File: src/rtl/me_seq_if.sv
// me_seq_if: sequencer <-> memory / PE-array signal bundle.
// master = sequencer side, slave = array / memory side.
interface me_seq_if #(
    parameter int N    = 16,
    parameter int LOGN = $clog2(N)
);
    logic              start;
    logic              busy;
    logic              done;
    logic [2*LOGN-1:0] AddressR;
    logic [2*LOGN+1:0] AddressS1;
    logic [2*LOGN+1:0] AddressS2;
    logic [N-1:0]      S1S2mux;
    logic [N-1:0]      NewDist;
    logic [8*N-1:0]    Accumulate;
    logic [7:0]        BestDist;
    logic [LOGN-1:0]   MotionX;
    logic [LOGN-1:0]   MotionY;

    modport master (
        input  start, Accumulate,
        output busy, done, AddressR, AddressS1, AddressS2,
        output S1S2mux, NewDist, BestDist, MotionX, MotionY
    );

    modport slave (
        output start, Accumulate,
        input  busy, done, AddressR, AddressS1, AddressS2,
        input  S1S2mux, NewDist, BestDist, MotionX, MotionY
    );
endinterface

File: src/rtl/me_sequencer.sv
// me_sequencer: address/control sequencing and best-match search for the ME PE array.
// Option: define ME_SEQ_EARLY_EXIT_EN to end the search on an accepted zero SAD.
module me_sequencer #(
    parameter int N    = 16,
    parameter int LOGN = $clog2(N)
) (
    input logic      clk,
    input logic      reset,
    me_seq_if.master bus
);
    localparam int KW   = 2 * LOGN + 1;
    localparam int AW   = LOGN + 1;
    localparam int KMAX = N * N + N;

    typedef enum logic [1:0] {IDLE, RUN, DONE} state_t;

    state_t            state, state_nxt;
    logic [KW-1:0]     k, k_nxt;
    logic [LOGN-1:0]   dy, dy_nxt;
    logic [AW-1:0]     s1row, s2row;
    logic [2*LOGN-1:0] addr_r;
    logic [2*AW-1:0]   addr_s1, addr_s2;
    logic [N-1:0]      mux_q, nd_q, mux_d, nd_d;
    logic [7:0]        best;
    logic [LOGN-1:0]   mx, my;
    logic [N-1:0][7:0] lanes;
    logic [LOGN-1:0]   lane;
    logic [7:0]        smp;
    logic              smp_vld, take, last_smp, stop_early;

    // Lane i is complete at k = N*N+i+1, so lane = (k mod N) - 1.
    assign lanes    = bus.Accumulate;
    assign lane     = k[LOGN-1:0] - LOGN'(1);
    assign smp      = lanes[lane];
    assign smp_vld  = (state == RUN) && (k > KW'(N * N));
    assign take     = smp_vld && (((dy == '0) && (lane == '0)) || (smp < best));
    assign last_smp = (dy == LOGN'(N - 1)) && (k == KW'(KMAX));

`ifdef ME_SEQ_EARLY_EXIT_EN
    assign stop_early = take && (smp == 8'h00);
`else
    assign stop_early = 1'b0;
`endif

    always_comb begin
        state_nxt = state;
        k_nxt     = k;
        dy_nxt    = dy;
        unique case (state)
            IDLE: begin
                k_nxt  = '0;
                dy_nxt = '0;
                if (bus.start) state_nxt = RUN;
            end
            RUN: begin
                if (last_smp || stop_early) begin
                    state_nxt = DONE;
                    k_nxt     = '0;
                    dy_nxt    = '0;
                end else if (k == KW'(KMAX)) begin
                    k_nxt  = '0;
                    dy_nxt = dy + LOGN'(1);
                end else begin
                    k_nxt = k + KW'(1);
                end
            end
            DONE:    state_nxt = IDLE;
            default: state_nxt = IDLE;
        endcase

        s1row = k_nxt[KW-1:LOGN] + AW'(dy_nxt);
        s2row = s1row - AW'(1);

        // Controls lag addresses by one cycle: derived from the current k.
        mux_d = '0;
        nd_d  = '0;
        if ((state_nxt == RUN) && (k_nxt != '0)) begin
            for (int i = 0; i < N; i++) begin
                mux_d[i] = k[LOGN-1:0] >= LOGN'(i);
                nd_d[i]  = k == KW'(i);
            end
        end
    end

    always_ff @(posedge clk) begin
        if (reset) begin
            state   <= IDLE;
            k       <= '0;
            dy      <= '0;
            addr_r  <= '0;
            addr_s1 <= '0;
            addr_s2 <= '0;
            mux_q   <= '0;
            nd_q    <= '0;
        end else begin
            state <= state_nxt;
            k     <= k_nxt;
            dy    <= dy_nxt;
            mux_q <= mux_d;
            nd_q  <= nd_d;
            if (state_nxt == RUN) begin
                addr_r  <= k_nxt[2*LOGN-1:0];
                addr_s1 <= {s1row, 1'b0, k_nxt[LOGN-1:0]};
                addr_s2 <= {s2row, 1'b1, k_nxt[LOGN-1:0]};
            end else begin
                addr_r  <= '0;
                addr_s1 <= '0;
                addr_s2 <= '0;
            end
        end
    end

    always_ff @(posedge clk) begin
        if (reset) begin
            best <= 8'hFF;
            mx   <= '0;
            my   <= '0;
        end else if (take) begin
            best <= smp;
            mx   <= lane;
            my   <= dy;
        end
    end

    assign bus.busy      = (state == RUN);
    assign bus.done      = (state == DONE);
    assign bus.AddressR  = addr_r;
    assign bus.AddressS1 = addr_s1;
    assign bus.AddressS2 = addr_s2;
    assign bus.S1S2mux   = mux_q;
    assign bus.NewDist   = nd_q;
    assign bus.BestDist  = best;
    assign bus.MotionX   = mx;
    assign bus.MotionY   = my;
endmodule
File: src/flat_wrapper.sv
// flat-port wrapper written by rule: the top's interface ports become plain ports
module me_sequencer_flat 
#(
    parameter int N    = 16,
    parameter int LOGN = $clog2(N)
)
  (clk, reset, bus_start, bus_Accumulate, bus_busy, bus_done, bus_AddressR, bus_AddressS1, bus_AddressS2, bus_S1S2mux, bus_NewDist, bus_BestDist, bus_MotionX, bus_MotionY);
  me_seq_if #(.N(N), .LOGN(LOGN)) bus_i ();
  input logic clk;
  input logic reset;
  input wire logic [$bits(bus_i.start)-1:0] bus_start;
  input wire logic [$bits(bus_i.Accumulate)-1:0] bus_Accumulate;
  output wire logic [$bits(bus_i.busy)-1:0] bus_busy;
  output wire logic [$bits(bus_i.done)-1:0] bus_done;
  output wire logic [$bits(bus_i.AddressR)-1:0] bus_AddressR;
  output wire logic [$bits(bus_i.AddressS1)-1:0] bus_AddressS1;
  output wire logic [$bits(bus_i.AddressS2)-1:0] bus_AddressS2;
  output wire logic [$bits(bus_i.S1S2mux)-1:0] bus_S1S2mux;
  output wire logic [$bits(bus_i.NewDist)-1:0] bus_NewDist;
  output wire logic [$bits(bus_i.BestDist)-1:0] bus_BestDist;
  output wire logic [$bits(bus_i.MotionX)-1:0] bus_MotionX;
  output wire logic [$bits(bus_i.MotionY)-1:0] bus_MotionY;
  assign bus_i.start = bus_start;
  assign bus_i.Accumulate = bus_Accumulate;
  assign bus_busy = bus_i.busy;
  assign bus_done = bus_i.done;
  assign bus_AddressR = bus_i.AddressR;
  assign bus_AddressS1 = bus_i.AddressS1;
  assign bus_AddressS2 = bus_i.AddressS2;
  assign bus_S1S2mux = bus_i.S1S2mux;
  assign bus_NewDist = bus_i.NewDist;
  assign bus_BestDist = bus_i.BestDist;
  assign bus_MotionX = bus_i.MotionX;
  assign bus_MotionY = bus_i.MotionY;
  me_sequencer #(.N(N), .LOGN(LOGN)) u_core (.clk(clk), .reset(reset), .bus(bus_i));
endmodule
File: config.mk
export PLATFORM = sky130hd
export DESIGN_NAME = me_sequencer_flat
export DESIGN_NICKNAME = d
export VERILOG_FILES = /design/src/rtl/me_seq_if.sv /design/src/rtl/me_sequencer.sv /design/src/flat_wrapper.sv
export SDC_FILE = /design/constraint.sdc
export NUM_CORES = 1
export LEC_CHECK = 0
export CAP_MARGIN = 25
export CORE_AREA = 2 2 102 104
export DETAILED_ROUTE_END_ITERATION = 16
export DIE_AREA = 0 0 104 106
export DONT_BUFFER_PORTS = 1
export GPL_ROUTABILITY_DRIVEN = 0
export PLACE_DENSITY = 0.69
export SETUP_SLACK_MARGIN = 0.1
export SLEW_MARGIN = 20
export SYNTH_ARGS = -nofsm -noshare
export SYNTH_HDL_FRONTEND = slang
export SYNTH_SLANG_ARGS = --single-unit
export TNS_END_PERCENT = 50
File: constraint.sdc
create_clock -name clk -period 5.8 [get_ports clk]
set_input_delay 0.87 -clock clk [delete_from_list [all_inputs] [get_ports clk]]
set_output_delay 0.87 -clock clk [all_outputs]
set_load 0.005 [all_outputs]
==> results of run 1 <==
==> registers in the layout (all words and copies together), names as in the netlist <==
register	flops
u_core.bus.NewDist	16
u_core.bus.S1S2mux	16
u_core.bus.AddressS2	10
u_core.k	9
u_core.bus.BestDist	8
u_core.bus.AddressS1	5
u_core.bus.AddressR	4
u_core.bus.MotionX	4
u_core.bus.MotionY	4
u_core.dy	4
u_core.state	2
==> cells in the mapped netlist, types with 7 or more instances <==
| master | instances | area share [%] |
|---|---|---|
| dfxtp_1 | 82 | 34 |
| a21oi_1 | 28 | 2.9 |
| nor2b_1 | 13 | 1.7 |
| nand2_1 | 29 | 2.3 |
| o21ai_0 | 7 | 0.73 |
| buf_4 | 13 | 2.0 |
| a211oi_1 | 14 | 2.2 |
| a211o_1 | 7 | 1.3 |
| a2111oi_2 | 10 | 3.1 |
| nand3_1 | 15 | 1.6 |
| mux4_2 | 39 | 18 |
| clkbuf_1 | 18 | 1.4 |
| nor3_1 | 18 | 1.9 |
| inv_1 | 21 | 1.6 |
| ha_1 | 20 | 5.2 |
| buf_2 | 13 | 1.4 |
| nor2_1 | 32 | 2.5 |
==> area by class of cell <==
class	count	area [sq um]
multi-input combinational	318	2840
fill	935	5000
inverter	24	90.1
tap	136	170
sequential	82	1640
clock inverter	5	78.8
clock buffer	10	138
timing repair buffer	6	45.0
==> per-stage QoR <==
| stage | power, uW | hold slack [ps] | instances | worst slack (ps) | area, sq um |
|---|---|---|---|---|---|
| 6_report | 1160 | 513 | 581 | 961 | 5000 |
| 2_1_floorplan | 708 | 464 | 474 | 1270 | 4800 |
| 3_3_place_gp | 724 | 500 | 566 | 1010 | 4770 |
| 3_5_place_dp | 726 | 495 | 566 | 732 | 4770 |
| 4_1_cts | 1180 | 514 | 581 | 698 | 4990 |
| 5_1_grt | 1210 | 544 | 581 | 667 | 5000 |
==> per-layer routing <==
metal	up-vias	part of all wire (%)	global-route usage, %
met2	164	47	33.3
li1	1685	-	-
met1	1712	41	27.7
met4	2	1.4	6.08
met5	-	0.11	0
met3	17	11	9.01
==> power groups by stage <==
stage,clock network (uW),registers (uW),logic (uW)
final,451,572,140
after global routing,484,573,154
after CTS,463,572,142
after detailed placement,0,585,141
after global placement,0,585,139
after floorplan,0,584,124
==> final timing paths <==
path | startpoint | endpoint | slack [ps]
min reg2reg | u_core.bus.MotionY[2] | u_core.bus.MotionY[2] | 510
max | u_core.k[1] | u_core.bus.BestDist[3] | 960
max reg2reg | u_core.k[1] | u_core.bus.BestDist[3] | 960
min | u_core.bus.MotionY[2] | u_core.bus.MotionY[2] | 510
==> kinds of logic after synthesis <==
kind of cell    count (synthesis)  share of synthesized area [%]
compound gates                109                           18.1
fa+ha+maj                      21                           5.63
other cells                     1                         0.0781
xor+xnor                        8                           1.46
simple gates                  138                           14.7
buf+inv                        74                           7.14
mux                            41                           18.7
flops                          82                           34.2
==> critical path: stages, from the launching register on <==
cell	delay, ps
dfxtp_1	550
inv_1	210
ha_2	800
mux4_2	390
mux4_2	500
ha_1	300
a21o_1	180
a21o_1	180
a2111oi_0	540
and4_1	630
nor3_1	120
a211o_1	300
==> flow_summary.yaml, run 1 <==
layout:
  drive_above_1_share_pct: 18.9
  nNetsFinal: 593
  final_cell_mix: "dfxtp_1, mux4_2, nor2_1"
  antenna_cells: 0
  postLayoutCoreUtil_pct: 50.0
  area_delta_synth_final_pct: 4.14
  final_common_cell: "dfxtp_1"
die:
  fp.dieH_um: 106
  rows: 37
  ios: 209
  initial_core_util_pct: 48.0
  die_w_um: 104
  core_area_sq_um: 10000
  fp.dieArea_sq_um: 11000
min_path:
  worstHoldPathCells: 2
  hp-class: "reg -> reg"
timing:
  fin_setup_tns_ps: 0
  relSlewSlack_pct: 39.8
  max_slew.worst_pin.slew_ps: 898
  finalClockSkew_ps: 12.9
  finalMaxSlewViolations: 0
  setup_viol: 0
  finalHoldViolCount: 0
  min_period_over_period_pct: 83.4
  period_minus_slack_ps: 4840
  rsz0062_at_grt: "false"
  max_freq_mhz: 207
clock_network:
  clkSinkCount: 82
  cts_setup_buffers: 0
  htreeDepth: 3
  cts_resized: 0
  cts_tree: "done"
  ctsHoldBuffers: 0
  cts-root-buf: "clkbuf_8"
  clk_path_buf_depth: 2
  path_clk_slew_ps: 80
  clk_latency_ps: 350
  cts_buffers: 9
logic_synthesis:
  synthCells: 474
  avgSynthCellArea_sq_um: 10.1
  synth.distinct_cells: 61
  synth-async-reset-ratio_pct: 0
  syn-cell-area_sq_um: 4800
  yosysSeqAreaShare_pct: 34.2
  yosysWarnings: 0
  synthFlopType: "dfxtp_1"
  synth_enable_flop_cells: 0
  synth.ff_latch_count: 82
  synth_fp_nets: 626
power_and_ir_drop:
  p_int_uw: 890
  p_leak_uw: 0.00183
  ir_worst_vdd_uv: 126
  switching_share_pct: 23.5
  switchingPower_uw: 273
  p_seq_share_pct: 49.2
  combPwrFrac_pct: 12.1
  p_per_area_nw_per_um2: 233
  clock_power_share_pct: 38.8
setup_path:
  cp-start-kind: "flip-flop"
  critPathCaptureType: "flip-flop"
  critical_path.max_fanout: 29
  rr_worst_depth: 11
  critical_path_class: "reg -> reg"
  worstPathArrival_ps: 5080
  required_ps: 6040
detailed_routing:
  drc: 0
  drt-initial-drc-count: 164
  ant_nets: 0
  via_per_inst: 6.16
  vias: 3580
  routedWlPerCell_um: 20.1
  wl_um: 11700
  drtPass1Iterations: 5
grt:
  grt_first_pass_wirelength_um: 18700
  overflow: 0
  grt_max_degree: 45
  track_usage_pct: 21.5
  antenna_found_initial: 1
  grt_pass1_vias: 3433
placed_design:
  dp_hpwl_um: 8970
  port_buffers: 0
job:
  max_cap_violations: 0
run_status:
  status: "finished, final reports clean"
Note: power is estimated with default switching activity, not from simulation.
==> inputs of run 2 (changes only) <==
Settings changed: PLACE_DENSITY 0.69 to 0.72.
Clock period 5.8 ns to 4.3 ns, I/O delays scaled along.
==> flow_summary.yaml, run 2 (synthesized netlist as in run 1, its figures left out) <==
timing:
  finalMaxSlewViolations: 0
  min_period_over_period_pct: 91.9
  finalClockSkew_ps: 10.1
  max_freq_mhz: 253
  finalHoldViolCount: 0
  period_minus_slack_ps: 3950
  relSlewSlack_pct: 48.0
  fin_setup_tns_ps: 0
  setup_viol: 0
  max_slew.worst_pin.slew_ps: 780
  rsz0062_at_grt: "false"
setup_path:
  crit_chain: "inv_1 > ha_1 > buf_12 > mux4_2 > mux4_2 > ha_1 > a21o_1 > a21o_1 > a2111oi_1 > and4_1 > buf_4 > nor3_1 > a211o_1"
  critical_path.max_fanout: 34
  cp_num_buf_inv: 3
  worstPathArrival_ps: 4190
  critPathSlowestCell: "mux4_2"
  required_ps: 4540
  cp-start-kind: "flip-flop"
  critical_path_class: "reg -> reg"
  slowest_delay_ps: 500
  critPathCaptureType: "flip-flop"
  crit_family: "compound AO/OA/AOI/OAI gates"
power_and_ir_drop:
  ir_worst_vdd_uv: 118
  p_leak_uw: 0.00187
  total_power_uw: 1490
  p_per_area_nw_per_um2: 294
clock_network:
  ctsHoldBuffers: 0
  cts_buffers: 9
  cts-root-buf: "clkbuf_8"
  cts_tree: "done"
  cts_resized: 0
  clkSinkCount: 82
  clk_path_buf_depth: 2
  clk_latency_ps: 340
  htreeDepth: 3
  cts_setup_buffers: 0
  path_clk_slew_ps: 80
grt:
  grt_pass1_vias: 3684
  grt_max_degree: 35
  grt_first_pass_wirelength_um: 19300
  track_usage_pct: 22.2
  antenna_found_initial: 0
  overflow: 0
die:
  rows: 37
  die_w_um: 104
  initial_core_util_pct: 48.0
  fp.dieH_um: 106
  ios: 209
  fp.dieArea_sq_um: 11000
  core_area_sq_um: 10000
placed_design:
  placed_cell_area_sq_um: 4860
  place_inst: 576
  port_buffers: 0
  dp_hpwl_um: 9310
layout:
  drive_above_1_share_pct: 20.6
  fill_cells: 915
  postLayoutCoreUtil_pct: 50.5
  fin_area_sq_um: 5050
  antenna_cells: 0
  final_cell_count_no_fill: 592
  nNetsFinal: 603
  area_delta_synth_final_pct: 5.21
  final_cell_mix: "dfxtp_1, mux4_2, nor2_1"
  final_common_cell: "dfxtp_1"
detailed_routing:
  drt-initial-drc-count: 215
  via_per_inst: 6.07
  drtPass1Iterations: 4
  ant_nets: 0
  routedWlPerCell_um: 20.2
  wl_um: 12000
  vias: 3594
  drc: 0
min_path:
  hp-class: "in -> reg"
run_status:
  status: "finished, final reports clean"
job:
  max_cap_violations: 0
[run 2: cell count changes in the layout (fill, tap and decap cells not counted)]
| cell | change |
|---|---|
| clkbuf_8 | +2 |
| bufinv_16 | -2 |
| ha_2 | -1 |
| ha_1 | +1 |
| a2111oi_1 | +1 |
| a2111oi_0 | -1 |
| o31ai_4 | -1 |
| clkinvlp_4 | +2 |
| buf_12 | +1 |
| o31ai_2 | +1 |
| buf_4 | +9 |
| clkinv_4 | -1 |
[run 2: report_power, final]
group / total (uW) / switching [uW] / leakage, uW / internal, uW
Clock: 519 / 264 / 0.0000944 / 255
Combinational: 197 / 96.5 / 0.00111 / 100
Sequential: 771 / 5.17 / 0.000664 / 766
[run 2: worst paths after layout]
check / end / start / slack, ps / cells past startpoint
worst max-delay path: u_core.bus.BestDist[5] / u_core.k[0] / 350 / 13
worst min-delay path: u_core.bus.MotionY[3] / reset / 360 / 1
worst max register to register: u_core.bus.BestDist[5] / u_core.k[0] / 350 / 13
worst min register to register: u_core.bus.MotionY[1] / u_core.bus.MotionY[1] / 520 / 2
[run 2: per-layer routing]
layer / wire (um) / part of all wire (%) / vias up / track usage, %
met2: 6190 / 52 / 160 / 38.3
met5: 0 / 0 / - / 0
met3: 1010 / 8.4 / 15 / 5.89
met4: 179 / 1.5 / 0 / 8.11
li1: - / - / 1717 / -
met1: 4600 / 38 / 1702 / 26.9
[run 2: layout make-up]
class / count / area [sq um] / share of cell area (%)
clock inverters: 4 / 25.0 / 0.495
well taps: 136 / 170 / 3.37
clock buffers: 12 / 165 / 3.27
flip-flops and latches: 82 / 1640 / 32.5
inverters: 24 / 90.1 / 1.78
repair buffers: 16 / 133 / 2.63
multi-input cells: 318 / 2830 / 55.9
[run 2: per-stage QoR]
step	setup slack (ps)	hold WS, ps
floorplan	125	464
global placement	468	496
detailed placement	355	498
CTS	355	336
global route	113	338
finish	348	362
[run 2: worst register-to-register path, cell delays in order (launching register included)]
cell       delay (ps)
dfxtp_2           350
inv_1             100
ha_1              340
buf_12            210
mux4_2            330
mux4_2            500
ha_1              310
a21o_1            180
a21o_1            190
a2111oi_1         450
and4_1            360
buf_4             210
nor3_1             60
a211o_1           260
